--- config.mk ---
export PLATFORM = sky130hd
export DESIGN_NAME = axil_arbiter
export DESIGN_NICKNAME = d
export VERILOG_FILES = /design/src/rtl/axil_arbiter_pkg.sv /design/src/rtl/axil_arbiter_rr_select.sv /design/src/rtl/axil_arbiter.sv
export SDC_FILE = /design/constraint.sdc
export NUM_CORES = 1
export LEC_CHECK = 0
export ABC_AREA = 1
export ABC_CLOCK_PERIOD_IN_PS = 1500
export CORE_AREA = 3 3 179 181
export DETAILED_ROUTE_END_ITERATION = 7
export DIE_AREA = 0 0 182 184
export GPL_TIMING_DRIVEN = 0
export HOLD_SLACK_MARGIN = 0.1
export PLACE_DENSITY_LB_ADDON = 0.08
export SYNTH_ARGS = -nofsm -noshare
export SYNTH_HDL_FRONTEND = slang
export SYNTH_SLANG_ARGS = --single-unit
export TNS_END_PERCENT = 20
--- constraint.sdc ---
create_clock -name clk -period 1.5 [get_ports clk]
set_clock_uncertainty 0.05 [all_clocks]
set_input_delay 0.15 -clock clk [delete_from_list [all_inputs] [get_ports clk]]
set_output_delay 0.15 -clock clk [all_outputs]
set_load 0.01 [all_outputs]
--- src/rtl/axil_arbiter_pkg.sv ---
// Shared types and helpers for the AXI-Lite round-robin arbiter.
package axil_arbiter_pkg;

  // Transaction phases. The arbiter owns the downstream port from the first
  // address phase until the matching response handshake.
  typedef enum logic [2:0] {
    IDLE,
    RD_ADDR,
    RD_DATA,
    WR_ADDR,
    WR_RESP
  } arb_state_t;

  // Width of a master index; kept at least one bit so ports never collapse.
  function automatic int id_width(input int n);
    return (n > 1) ? $clog2(n) : 1;
  endfunction

endpackage

--- src/rtl/axil_arbiter_rr_select.sv ---
// Combinational round-robin pick: the first requester at or after ptr_i,
// wrapping modulo N.
module axil_arbiter_rr_select
  import axil_arbiter_pkg::*;
#(
  parameter int N   = 2,
  parameter int IDW = id_width(N)
) (
  input  logic [N-1:0]   req_i,
  input  logic [IDW-1:0] ptr_i,
  output logic [IDW-1:0] winner_o,
  output logic           any_req_o
);

  logic [IDW-1:0] idx;

  // Scan N candidates starting at the pointer; the first hit wins.
  always_comb begin
    // NOTE: every output and temporary gets a default before any branch, so no
    // path through the block leaves a value held and no latch is inferred.
    winner_o  = '0;
    any_req_o = 1'b0;
    idx       = '0;
    for (int k = 0; k < N; k++) begin
      idx = IDW'((int'(ptr_i) + k) % N);
      if (!any_req_o && req_i[idx]) begin
        winner_o  = idx;
        any_req_o = 1'b1;
      end
    end
  end

endmodule

--- src/rtl/axil_arbiter.sv ---
// Shares one AXI-Lite master port between NUM_MASTERS requesters with
// round-robin arbitration and exactly one transaction in flight, end to end.
// Upstream ports are flattened: master i occupies slice i of each bus.
module axil_arbiter
  import axil_arbiter_pkg::*;
#(
  parameter  int NUM_MASTERS = 2,
  parameter  int ADDR_WIDTH  = 32,
  parameter  int DATA_WIDTH  = 32,
  localparam int STRB_WIDTH  = DATA_WIDTH / 8,
  localparam int IDW         = id_width(NUM_MASTERS)
) (
  input  logic                              clk,
  input  logic                              reset,
  // upstream requesters
  input  logic [NUM_MASTERS-1:0]            s_awvalid_i,
  output logic [NUM_MASTERS-1:0]            s_awready_o,
  input  logic [NUM_MASTERS*ADDR_WIDTH-1:0] s_awaddr_i,
  input  logic [NUM_MASTERS*3-1:0]          s_awprot_i,
  input  logic [NUM_MASTERS-1:0]            s_wvalid_i,
  output logic [NUM_MASTERS-1:0]            s_wready_o,
  input  logic [NUM_MASTERS*DATA_WIDTH-1:0] s_wdata_i,
  input  logic [NUM_MASTERS*STRB_WIDTH-1:0] s_wstrb_i,
  output logic [NUM_MASTERS-1:0]            s_bvalid_o,
  input  logic [NUM_MASTERS-1:0]            s_bready_i,
  output logic [NUM_MASTERS*2-1:0]          s_bresp_o,
  input  logic [NUM_MASTERS-1:0]            s_arvalid_i,
  output logic [NUM_MASTERS-1:0]            s_arready_o,
  input  logic [NUM_MASTERS*ADDR_WIDTH-1:0] s_araddr_i,
  input  logic [NUM_MASTERS*3-1:0]          s_arprot_i,
  output logic [NUM_MASTERS-1:0]            s_rvalid_o,
  input  logic [NUM_MASTERS-1:0]            s_rready_i,
  output logic [NUM_MASTERS*DATA_WIDTH-1:0] s_rdata_o,
  output logic [NUM_MASTERS*2-1:0]          s_rresp_o,
  // shared downstream port
  output logic                              m_awvalid_o,
  input  logic                              m_awready_i,
  output logic [ADDR_WIDTH-1:0]             m_awaddr_o,
  output logic [2:0]                        m_awprot_o,
  output logic                              m_wvalid_o,
  input  logic                              m_wready_i,
  output logic [DATA_WIDTH-1:0]             m_wdata_o,
  output logic [STRB_WIDTH-1:0]             m_wstrb_o,
  input  logic                              m_bvalid_i,
  output logic                              m_bready_o,
  input  logic [1:0]                        m_bresp_i,
  output logic                              m_arvalid_o,
  input  logic                              m_arready_i,
  output logic [ADDR_WIDTH-1:0]             m_araddr_o,
  output logic [2:0]                        m_arprot_o,
  input  logic                              m_rvalid_i,
  output logic                              m_rready_o,
  input  logic [DATA_WIDTH-1:0]             m_rdata_i,
  input  logic [1:0]                        m_rresp_i,
  // status
  output logic [IDW-1:0]                    grant_id_o,
  output logic                              busy_o
);

  arb_state_t     state_q, state_d;
  logic [IDW-1:0] grant_q, grant_d;
  logic [IDW-1:0] rr_ptr_q, rr_ptr_d;
  logic           aw_done_q, aw_done_d;
  logic           w_done_q, w_done_d;

  logic [NUM_MASTERS-1:0] req;
  logic [IDW-1:0]         winner;
  logic                   any_req;
  logic [IDW-1:0]         next_ptr;

  // Channel windows: which handshake the granted master may currently see.
  logic aw_open, w_open, b_open, ar_open, r_open;
  logic aw_hs, w_hs, b_hs, ar_hs, r_hs;

  // Per-master views of the flattened upstream buses.
  logic [ADDR_WIDTH-1:0] awaddr_arr [NUM_MASTERS];
  logic [2:0]            awprot_arr [NUM_MASTERS];
  logic [DATA_WIDTH-1:0] wdata_arr  [NUM_MASTERS];
  logic [STRB_WIDTH-1:0] wstrb_arr  [NUM_MASTERS];
  logic [ADDR_WIDTH-1:0] araddr_arr [NUM_MASTERS];
  logic [2:0]            arprot_arr [NUM_MASTERS];

  // A bare W beat is not a request; only an address phase competes.
  assign req = s_awvalid_i | s_arvalid_i;

  axil_arbiter_rr_select #(
    .N   (NUM_MASTERS),
    .IDW (IDW)
  ) u_rr_select (
    .req_i     (req),
    .ptr_i     (rr_ptr_q),
    .winner_o  (winner),
    .any_req_o (any_req)
  );

  // The pointer moves past the master that just finished, so nobody is
  // served twice in a row while someone else is waiting.
  assign next_ptr = (grant_q == IDW'(NUM_MASTERS - 1)) ? '0 : grant_q + 1'b1;

  // Downstream handshakes.
  assign aw_hs = m_awvalid_o & m_awready_i;
  assign w_hs  = m_wvalid_o  & m_wready_i;
  assign b_hs  = m_bvalid_i  & m_bready_o;
  assign ar_hs = m_arvalid_o & m_arready_i;
  assign r_hs  = m_rvalid_i  & m_rready_o;

  // State, grant, pointer and write-progress registers.
  always_ff @(posedge clk) begin
    if (reset) begin
      state_q   <= IDLE;
      grant_q   <= '0;
      rr_ptr_q  <= '0;
      aw_done_q <= 1'b0;
      w_done_q  <= 1'b0;
    end else begin
      // NOTE: non-blocking assignments so every register samples the values
      // from before this edge, independent of statement order.
      state_q   <= state_d;
      grant_q   <= grant_d;
      rr_ptr_q  <= rr_ptr_d;
      aw_done_q <= aw_done_d;
      w_done_q  <= w_done_d;
    end
  end

  // Next-state logic and channel windows.
  always_comb begin
    state_d   = state_q;
    grant_d   = grant_q;
    rr_ptr_d  = rr_ptr_q;
    aw_done_d = aw_done_q;
    w_done_d  = w_done_q;
    aw_open   = 1'b0;
    w_open    = 1'b0;
    b_open    = 1'b0;
    ar_open   = 1'b0;
    r_open    = 1'b0;

    unique case (state_q)
      IDLE: begin
        if (any_req) begin
          grant_d = winner;
          // A master offering both address phases gets its write first.
          state_d = s_awvalid_i[winner] ? WR_ADDR : RD_ADDR;
        end
      end
      RD_ADDR: begin
        ar_open = 1'b1;
        if (ar_hs) state_d = RD_DATA;
      end
      RD_DATA: begin
        r_open = 1'b1;
        if (r_hs) begin
          state_d  = IDLE;
          rr_ptr_d = next_ptr;
        end
      end
      WR_ADDR: begin
        // AW and W run independently; each closes after its own handshake.
        aw_open = !aw_done_q;
        w_open  = !w_done_q;
        if ((aw_done_q || aw_hs) && (w_done_q || w_hs)) begin
          state_d   = WR_RESP;
          aw_done_d = 1'b0;
          w_done_d  = 1'b0;
        end else begin
          aw_done_d = aw_done_q | aw_hs;
          w_done_d  = w_done_q  | w_hs;
        end
      end
      WR_RESP: begin
        b_open = 1'b1;
        if (b_hs) begin
          state_d  = IDLE;
          rr_ptr_d = next_ptr;
        end
      end
      default: state_d = IDLE;
    endcase
  end

  // Downstream side: payload muxed on the registered grant, valid/ready gated
  // by the open window.
  assign m_awvalid_o = aw_open & s_awvalid_i[grant_q];
  assign m_awaddr_o  = awaddr_arr[grant_q];
  assign m_awprot_o  = awprot_arr[grant_q];
  assign m_wvalid_o  = w_open & s_wvalid_i[grant_q];
  assign m_wdata_o   = wdata_arr[grant_q];
  assign m_wstrb_o   = wstrb_arr[grant_q];
  assign m_bready_o  = b_open & s_bready_i[grant_q];
  assign m_arvalid_o = ar_open & s_arvalid_i[grant_q];
  assign m_araddr_o  = araddr_arr[grant_q];
  assign m_arprot_o  = arprot_arr[grant_q];
  assign m_rready_o  = r_open & s_rready_i[grant_q];

  assign grant_id_o = grant_q;
  assign busy_o     = (state_q != IDLE);

  // Upstream side: unpack the buses and steer handshakes to the granted
  // master only; responses are broadcast but qualified by their valid.
  for (genvar i = 0; i < NUM_MASTERS; i++) begin : g_master
    logic granted;
    assign granted = (grant_q == IDW'(i));

    assign awaddr_arr[i] = s_awaddr_i[i*ADDR_WIDTH +: ADDR_WIDTH];
    assign awprot_arr[i] = s_awprot_i[i*3 +: 3];
    assign wdata_arr[i]  = s_wdata_i[i*DATA_WIDTH +: DATA_WIDTH];
    assign wstrb_arr[i]  = s_wstrb_i[i*STRB_WIDTH +: STRB_WIDTH];
    assign araddr_arr[i] = s_araddr_i[i*ADDR_WIDTH +: ADDR_WIDTH];
    assign arprot_arr[i] = s_arprot_i[i*3 +: 3];

    assign s_awready_o[i] = aw_open & granted & m_awready_i;
    assign s_wready_o[i]  = w_open  & granted & m_wready_i;
    assign s_arready_o[i] = ar_open & granted & m_arready_i;
    assign s_bvalid_o[i]  = b_open  & granted & m_bvalid_i;
    assign s_rvalid_o[i]  = r_open  & granted & m_rvalid_i;

    assign s_bresp_o[i*2 +: 2]                 = m_bresp_i;
    assign s_rresp_o[i*2 +: 2]                 = m_rresp_i;
    assign s_rdata_o[i*DATA_WIDTH +: DATA_WIDTH] = m_rdata_i;
  end

endmodule

* Word-level counts from Yosys, hierarchy flattened
Index checks and enable logic that the tools add are counted.
** Cells by class
- Equality and inequality tests :: 9
- Reduce and logical (&&, ||, !) cells :: 13
- Bitwise gates (word level) :: 35
- Magnitude comparators :: 5
- Add/subtract/negate cells :: 2
- Multiplexer cells :: 56
** Operator list (number)
- two-way mux 32 bit :: 9
- two-way mux 3 bit :: 11
- bitwise AND 1 bit :: 30
- two-way mux 1 bit :: 30
- one-hot mux 3 bit (5 select lines) :: 1
- two-way mux 4 bit :: 3
- inequality test 2 bit, second input constant :: 5
- < comparator 1 x 2 -> 1 bit, second input constant :: 4
- == test 3 x 2 -> 1 bit, second input constant :: 2
- AND reduction 5 bit :: 1
- == test 3 x 1 -> 1 bit, second input constant :: 1
- == test 3 bit, second input constant :: 1
- logical NOT 1 bit :: 3
- logical NOT 3 bit :: 1
- AND reduction 3 bit :: 1
- nonzero test 3 bit :: 1
- adder 1 bit, second input constant :: 2
- >= comparator 2 bit, second input constant :: 1
- logical AND 1 bit :: 2
- logical OR 1 bit :: 2
- two-way mux 2 bit :: 1
- inverter 1 -> 2 bit :: 1
- OR 1 bit :: 2
- OR 2 bit :: 1
- other kinds (4) :: 4
** Storage, ports and cells
- Logic and storage cells :: 125
- Bits of input ports :: 265
- Register bits after elaboration :: 7
- Output and inout bits :: 195

* Longest topological paths before layout
- Depth after elaboration :: 12
- Mapped depth :: 10
- Depth with buffers taken out :: 10

* By module
Synthesis repeated with hierarchy kept, for this count alone.
** Second synthesis, totals
- Cell total of the unflattened synthesis :: 535
- Area, all modules :: 2484.9 sq um
** Modules (own cells, without submodules)
- axil_arbiter :: cells an instance 531, instances 1, area each 2466.1 sq um
- axil_arbiter_rr_select :: cells an instance 4, instances 1, area each 18.8 sq um

* Worst setup path before layout
No wires, ideal clock.
- Path kind :: reg2out
- Start :: register grant_q, in the netlist grant_id_o
- End :: output port m_araddr_o[0]
- Cell stages (with the launch flop) :: 6
- Slack :: 155 ps
- Arrival :: 1145 ps
- Data required time :: 1300 ps
- Path through :: dfxtp_1 buf_6 clkbuf_1 buf_2 nand2_1 nand2_1
** On the way
- Cells in the longest elaborated chain, start to end :: 4
** Ends and longest elaborated chain
- start: declaration :: RTL line axil_arbiter.sv:61 : logic [IDW-1:0] grant_q, grant_d;
- start signal: assignment :: RTL line axil_arbiter.sv:119 : grant_q <= grant_d;
- inverter 1 -> 2 bit (not written as such) :: RTL line axil_arbiter.sv:192 : assign m_araddr_o = araddr_arr[grant_q];
- two-way mux 32 bit (not written as such) (3 in a row) :: RTL line axil_arbiter.sv:192
- end: declaration :: RTL line axil_arbiter.sv:49 : output logic [ADDR_WIDTH-1:0] m_araddr_o,
Every way passes these cells. The select of a mux whose other input is x is not followed.

* Worst setup path after layout
- Start :: register grant_q, in the netlist grant_id_o
- End :: output port m_araddr_o[3]
Same word-level chain as after synthesis.

==> summary.md <==
| Metric | Value |
|---|---|
| Wl on met1 | 7.38 mm |
| Rows | 64 |
| Die Ht | 184 um |
| Sequential standard cell area | ~150 um2 |
| Register bit total from synthesis | 7 |
| Post-synth EDFFs | 0 |
| CP Max Fanout | 7 |
| Critical Path Source Type | register |
| Crit. End Element | output pin |
| Wire length on met3 | 1.79 mm |
| H-tree Lvls | 1 |
| Via count | around 4500 |
| Worst path cell trace | buf_8 -> clkbuf_16 -> buf_12 -> clkbuf_16 -> nand2_1 -> nand2_1 -> buf_6 |
| Core Box Area | a little over 30000 um2 |
| Yosys warnings | 0 |
| Final net count | around 1200 |
| Fmax | between 600 and 700 MHz |
| Initial antenna violation count | 0 |
| Peak VDD IR | around 0.33 mV |
| Utilization after layout | 0.256 |
| Worst min path class | reg -> reg |
| Register area share after synthesis | 0.0564 |
| RSZ-0062 raised after global routing | true |
| Footprint of the multi-input gates | ~1800 um2 |
| First-pass GRT wire length | ~28 mm |
| Routed wire length | roughly 20 mm |
| N_diodes | 0 |
| Total power | just over 8 mW |
| Post-synthesis cell count | roughly 530 |
| 1st-iter DRT viols | 81 |
| Pleak | about 3.8 nW |
| Via/cell ratio | roughly 3.3 |
| Hold_buf cts | 0 |
| P&R area growth vs syn | 216% |
| Async S/R FF share, synth | 0 |
| Post-synthesis average cell area | roughly 4.7 um2 |
| Wire length per cell | 14.8 um |
| Crit path max-delay family | buffers and inverters |
| WP buf/inv | 5 |
| Post-synth top cells | nand2_1 (348), buf_4 (72), inv_1 (23) |
| Top Metal Used | met4 |
| Post-Place Cells | between 1000 and 1500 |
| Critical path type | reg -> out |
| WP data arrival | 1.45 ns |
| CTS clk-pin slew, worst paths | about 0.04 ns |
| Share of post-route cells with drive strength above 1 | 0.335 |
| Top FF cell, synth | dfxtp_1 |
| Largest cells by area after synthesis | nand2_1 (53%), buf_4 (22%), dfxtp_1 (5.6%), inv_1 (3.5%), nor2_1 (2.4%) |
| Vias in the first global route | 4648 |
| Slowest-stage cell, CP | dfxtp_4 |
| # fillers | 3473 |
| Full die area | between 30000 and 40000 um2 |
| Area share of the largest cell type after synthesis | 0.525 |
| Antenna-violating nets left | 0 |
| Most frequent cell after synthesis | nand2_1 |
| IO buf count | roughly 420 |
| CTS tree | done |
| Max cap viols | 0 |
| Crit path required time | around 1.3 ns |
| Die X | roughly 180 um |
| GPL Wtd Cong | approximately 0.74 |
| Mapped Nets | ~800 |
| PnR worst setup slack | -0.147 ns |
| Inserted Clock Buffers | 3 |
| Clock sinks | 7 |
| PD cells | 1060 nW/um2 |
| Worst Max-Slew Pin Slew | ~0.22 ns |
| Setup TNS Final | -7.26 ns |
| Largest net degree at the start of global routing | 11 |
| Worst path max stage delay | between 0.3 and 0.4 ns |
| Root buffer cell | clkbuf_16 |
| Post-synth top area cell | nand2_1 |
| Total gr overflow | 0 |
| GRT Util Overall | 0.107 |
| Relative slew slack | 0.852 |
| Routed length on met2 | approximately 11 mm |
| Endpoints failing setup | 73 |
| Drt first pass iters | 4 |
| Ports | 460 |
| Initial Util | 0.0813 |
| Pre-CTS setup slack | -1.03 ns |
| Fin cells | between 1000 and 1500 |
| Crit share post-route | 1.10 |
| Post-DP HPWL | approximately 18 mm |
| Synth cell types | 22 |
| Synth Cell Area | between 2000 and 2500 um2 |
| Tmin final | 1.65 ns |
| Slew Viols, Final | 0 |
| Final Hold Fails | 0 |
| Clk buf depth | 2 |
| Status | finished, violations left |
| Violated checks | setup timing |
| Clock Latency Late Sink | 0.23 ns |
| Residual DRC | 0 |
[placed cells by master, fill, tap and decap left out, drive strengths merged]
| master | synthesis | layout |
|---|---|---|
| nand2 | 351 | 351 |
| clkdlybuf4s50 | 0 | 301 |
| buf | 82 | 177 |
| clkbuf | 15 | 33 |
| clkdlybuf4s15 | 0 | 27 |
| inv | 27 | 27 |
| nor2 | 19 | 19 |
| nor3 | 10 | 10 |
| dfxtp | 7 | 7 |
| o21ai | 7 | 7 |
| a21oi | 6 | 6 |
| nand3 | 4 | 4 |
| o21bai | 2 | 2 |
| nor4 | 1 | 1 |
| or2 | 1 | 1 |
[area by class of cell]
type	count	area share
repair buffers	437	0.538
multi-input cells	401	0.234
plain buffers	97	0.122
well taps	396	0.0632
flip-flops and latches	7	0.0190
inverters	27	0.0139
clock buffers	4	0.0100
[tightest hold or removal path, cell delays in order, from the launching register on]
cell	delay (ns)
dfxtp_1	0.29
inv_1	0.07
a21oi_1	0.06
[path summary, 6_finish.rpt]
kind / startpoint / end / slack, ns / cells past startpoint
worst max-delay path: grant_id_o / m_araddr_o[3] / -0.15 / 7
worst min-delay path: rr_ptr_q / rr_ptr_q / 0.42 / 2
worst max register to register: grant_id_o / state_q[1] / -0.04 / 10
worst min register to register: rr_ptr_q / rr_ptr_q / 0.42 / 2
[sequential cells by signal, summed over array words and instances, names as in the netlist]
name	cells
state_q	3
aw_done_q	1
grant_id_o	1
rr_ptr_q	1
w_done_q	1
[metal layers]
metal  up-vias  GRT usage
met2       235      0.218
met1      1905      0.114
met3         3     0.0309
met5         -          0
li1       2394          -
met4         0    0.00457
[cell families after synthesis]
group,share of synthesized area
AO/OA/AOI/OAI,0.0383
buffers and inverters,0.303
flip-flops,0.0564
AND/OR/NAND/NOR,0.602
[power by group]
group	internal (mW)	switching, mW
combinational	3.91	3.61
sequential	0.252	0.0809
clock	0.354	0.105
total	4.52	3.79
[through the flow]
stage | area (um2) | hold WS, ns
after global placement | 7220 | 0.425
after floorplan | 2490 | 0.169
after detailed placement | 7220 | 0.423
after CTS | 7550 | 0.429
after global routing | 7840 | 0.466
final | 7840 | 0.419
[what timing repair did]
item	CTS	global route
setup buffers	8	2
gates cloned	0	4
endpoints found under the hold margin	0	0
gates resized for setup	516	166
pin swaps	4	30
setup endpoints to repair	123	116
No activity file was read; power rests on OpenSTA's default activity.
==> patch: new RTL, same settings <==
Set the parameter `NUM_MASTERS` to 1 (it was 2).
--- a/src/rtl/axil_arbiter.sv
+++ b/src/rtl/axil_arbiter.sv
@@ -5,5 +5,5 @@
   import axil_arbiter_pkg::*;
 #(
-  parameter  int NUM_MASTERS = 2,
+  parameter  int NUM_MASTERS = 1,
   parameter  int ADDR_WIDTH  = 32,
   parameter  int DATA_WIDTH  = 32,
Ports: changed (19 resized); port bits go from 460 to 308. No check against the original RTL was run, so the function may have changed too.
==> patch against the unedited design <==
  * Sequential cell count shrank 2
  * Hold slack improved by 0.042 ns
  * Critical endpoint is now s_arready_o
  * Power decreased by 75%
  * Routed wire length fell by 68%
  * Design area shrank 52%
  * Highest routed layer is now met5
  * Core utilization shrank 13 points
  * Worst setup slack improved by 0.23 ns
  * Area after synthesis is 39% lower
  * Register-to-register slack improved by 0.24 ns
  * Synthesized cell count down 58%
  * Sequential power is 28% lower
  * Cell count down 42%
==> patch: results <==
metrics = {
    "status": {
        "status": "finished, final reports clean",
    },
    "logic_synthesis": {
        "synthArstFlopShare": 0,
        "yosysUniqueCellTypes": 17,
        "synth_fp_nets": 379,
        "ys_seq_area_frac": 0.0662,
        "synthCells": 225,
    },
    "place": {
        "detailed_place_hpwl_um": 6060,
        "place_congestion": 0.650,
        "io_buffers": 164,
    },
    "drt": {
        "wl_per_cell_um": 8.11,
        "via_count": 1795,
        "drt_iter0_markers": 31,
    },
    "worst_setup_path": {
        "r2r_cells": 8,
        "cp_max_fo": 5,
    },
    "final_layout": {
        "n_fill_cell": 3548,
        "final_cells": 791,
        "drive_above_1_share": 0.433,
        "finalNetCount": 550,
    },
    "grt": {
        "grt_max_degree": 7,
        "antenna_found_initial": 1,
        "grt_pass1_vias": 1731,
        "grt_pass1_wl_um": 8700,
        "track_usage": 0.0330,
    },
    "pwr": {
        "internal_power_mw": 1.34,
        "vdd_ir_drop_max_mv": 0.325,
        "p_leak_nw": 1.65,
    },
    "clocking": {
        "cts_max_level": 1,
    },
}
==> patch: metrics by stage <==
| step | total power, mW | instance area [um2] | TNS, ns |
|---|---|---|---|
| final | 2.10 | 3760 | 0 |
| after global routing | 2.28 | 3760 | -0.0584 |
| after CTS | 2.11 | 3740 | 0 |
| after detailed placement | 1.67 | 3650 | -1.65 |
| after global placement | 1.68 | 3650 | -1.73 |
| after floorplan | 0.979 | 1510 | 0 |
==> patch: final timing paths <==
| path | from | end | slack (ns) |
|---|---|---|---|
| max | state_q[0] | s_arready_o | 0.09 |
| max reg2reg | state_q[2] | state_q[1] | 0.20 |
| min | aw_done_q | aw_done_q | 0.46 |
| min reg2reg | aw_done_q | aw_done_q | 0.46 |
==> patch: timing repair <==
| action | 4_1_cts | 5_1_grt |
|---|---|---|
| buffers inserted | 1 | 1 |
| pin swaps | 0 | 1 |
| hold buffers | 0 | 0 |
| setup endpoints to repair | 11 | 8 |
| gates resized for setup | 37 | 12 |
==> patch: cells by family (layout without fill, tap and decap cells) <==
group,Yosys count,count (layout),share of synthesized area
and+or+nand+nor,51,51,0.151
DFF,5,5,0.0662
AOI/OAI and AO/OA,7,7,0.0265
buffers and inverters,161,331,0.754
other,1,1,0.00248
==> patch: layer usage <==
metal  vias up  share of wire  GRT usage
met5         -         0.0011          0
met4         2         0.0030    0.00274
met3         4           0.16     0.0210
met2       165           0.49     0.0576
met1       751           0.34     0.0350
li1        873              -          -
==> patch: power by group through the flow <==
stage / logic, mW / registers (mW) / clock network, mW
floorplan: 0.779 / 0.201 / 0
global placement: 1.46 / 0.213 / 0
detailed placement: 1.45 / 0.213 / 0
CTS: 1.43 / 0.241 / 0.438
global route: 1.58 / 0.249 / 0.455
finish: 1.44 / 0.240 / 0.426
==> patch: critical path, stage by stage (launching register included) <==
cell             delay, ns
dfxtp_4               0.37
inv_1                 0.08
nor2_2                0.11
nand2_2               0.08
nor2_1                0.11
clkdlybuf4s15_2       0.24
==> patch: layout make-up <==
cell class | count | share of cell area
buffer | 143 | 0.286
clock buffer | 4 | 0.0210
sequential | 5 | 0.0290
tap | 396 | 0.132
multi-input combinational | 59 | 0.0809
inverter | 18 | 0.0180
timing repair buffer | 166 | 0.434
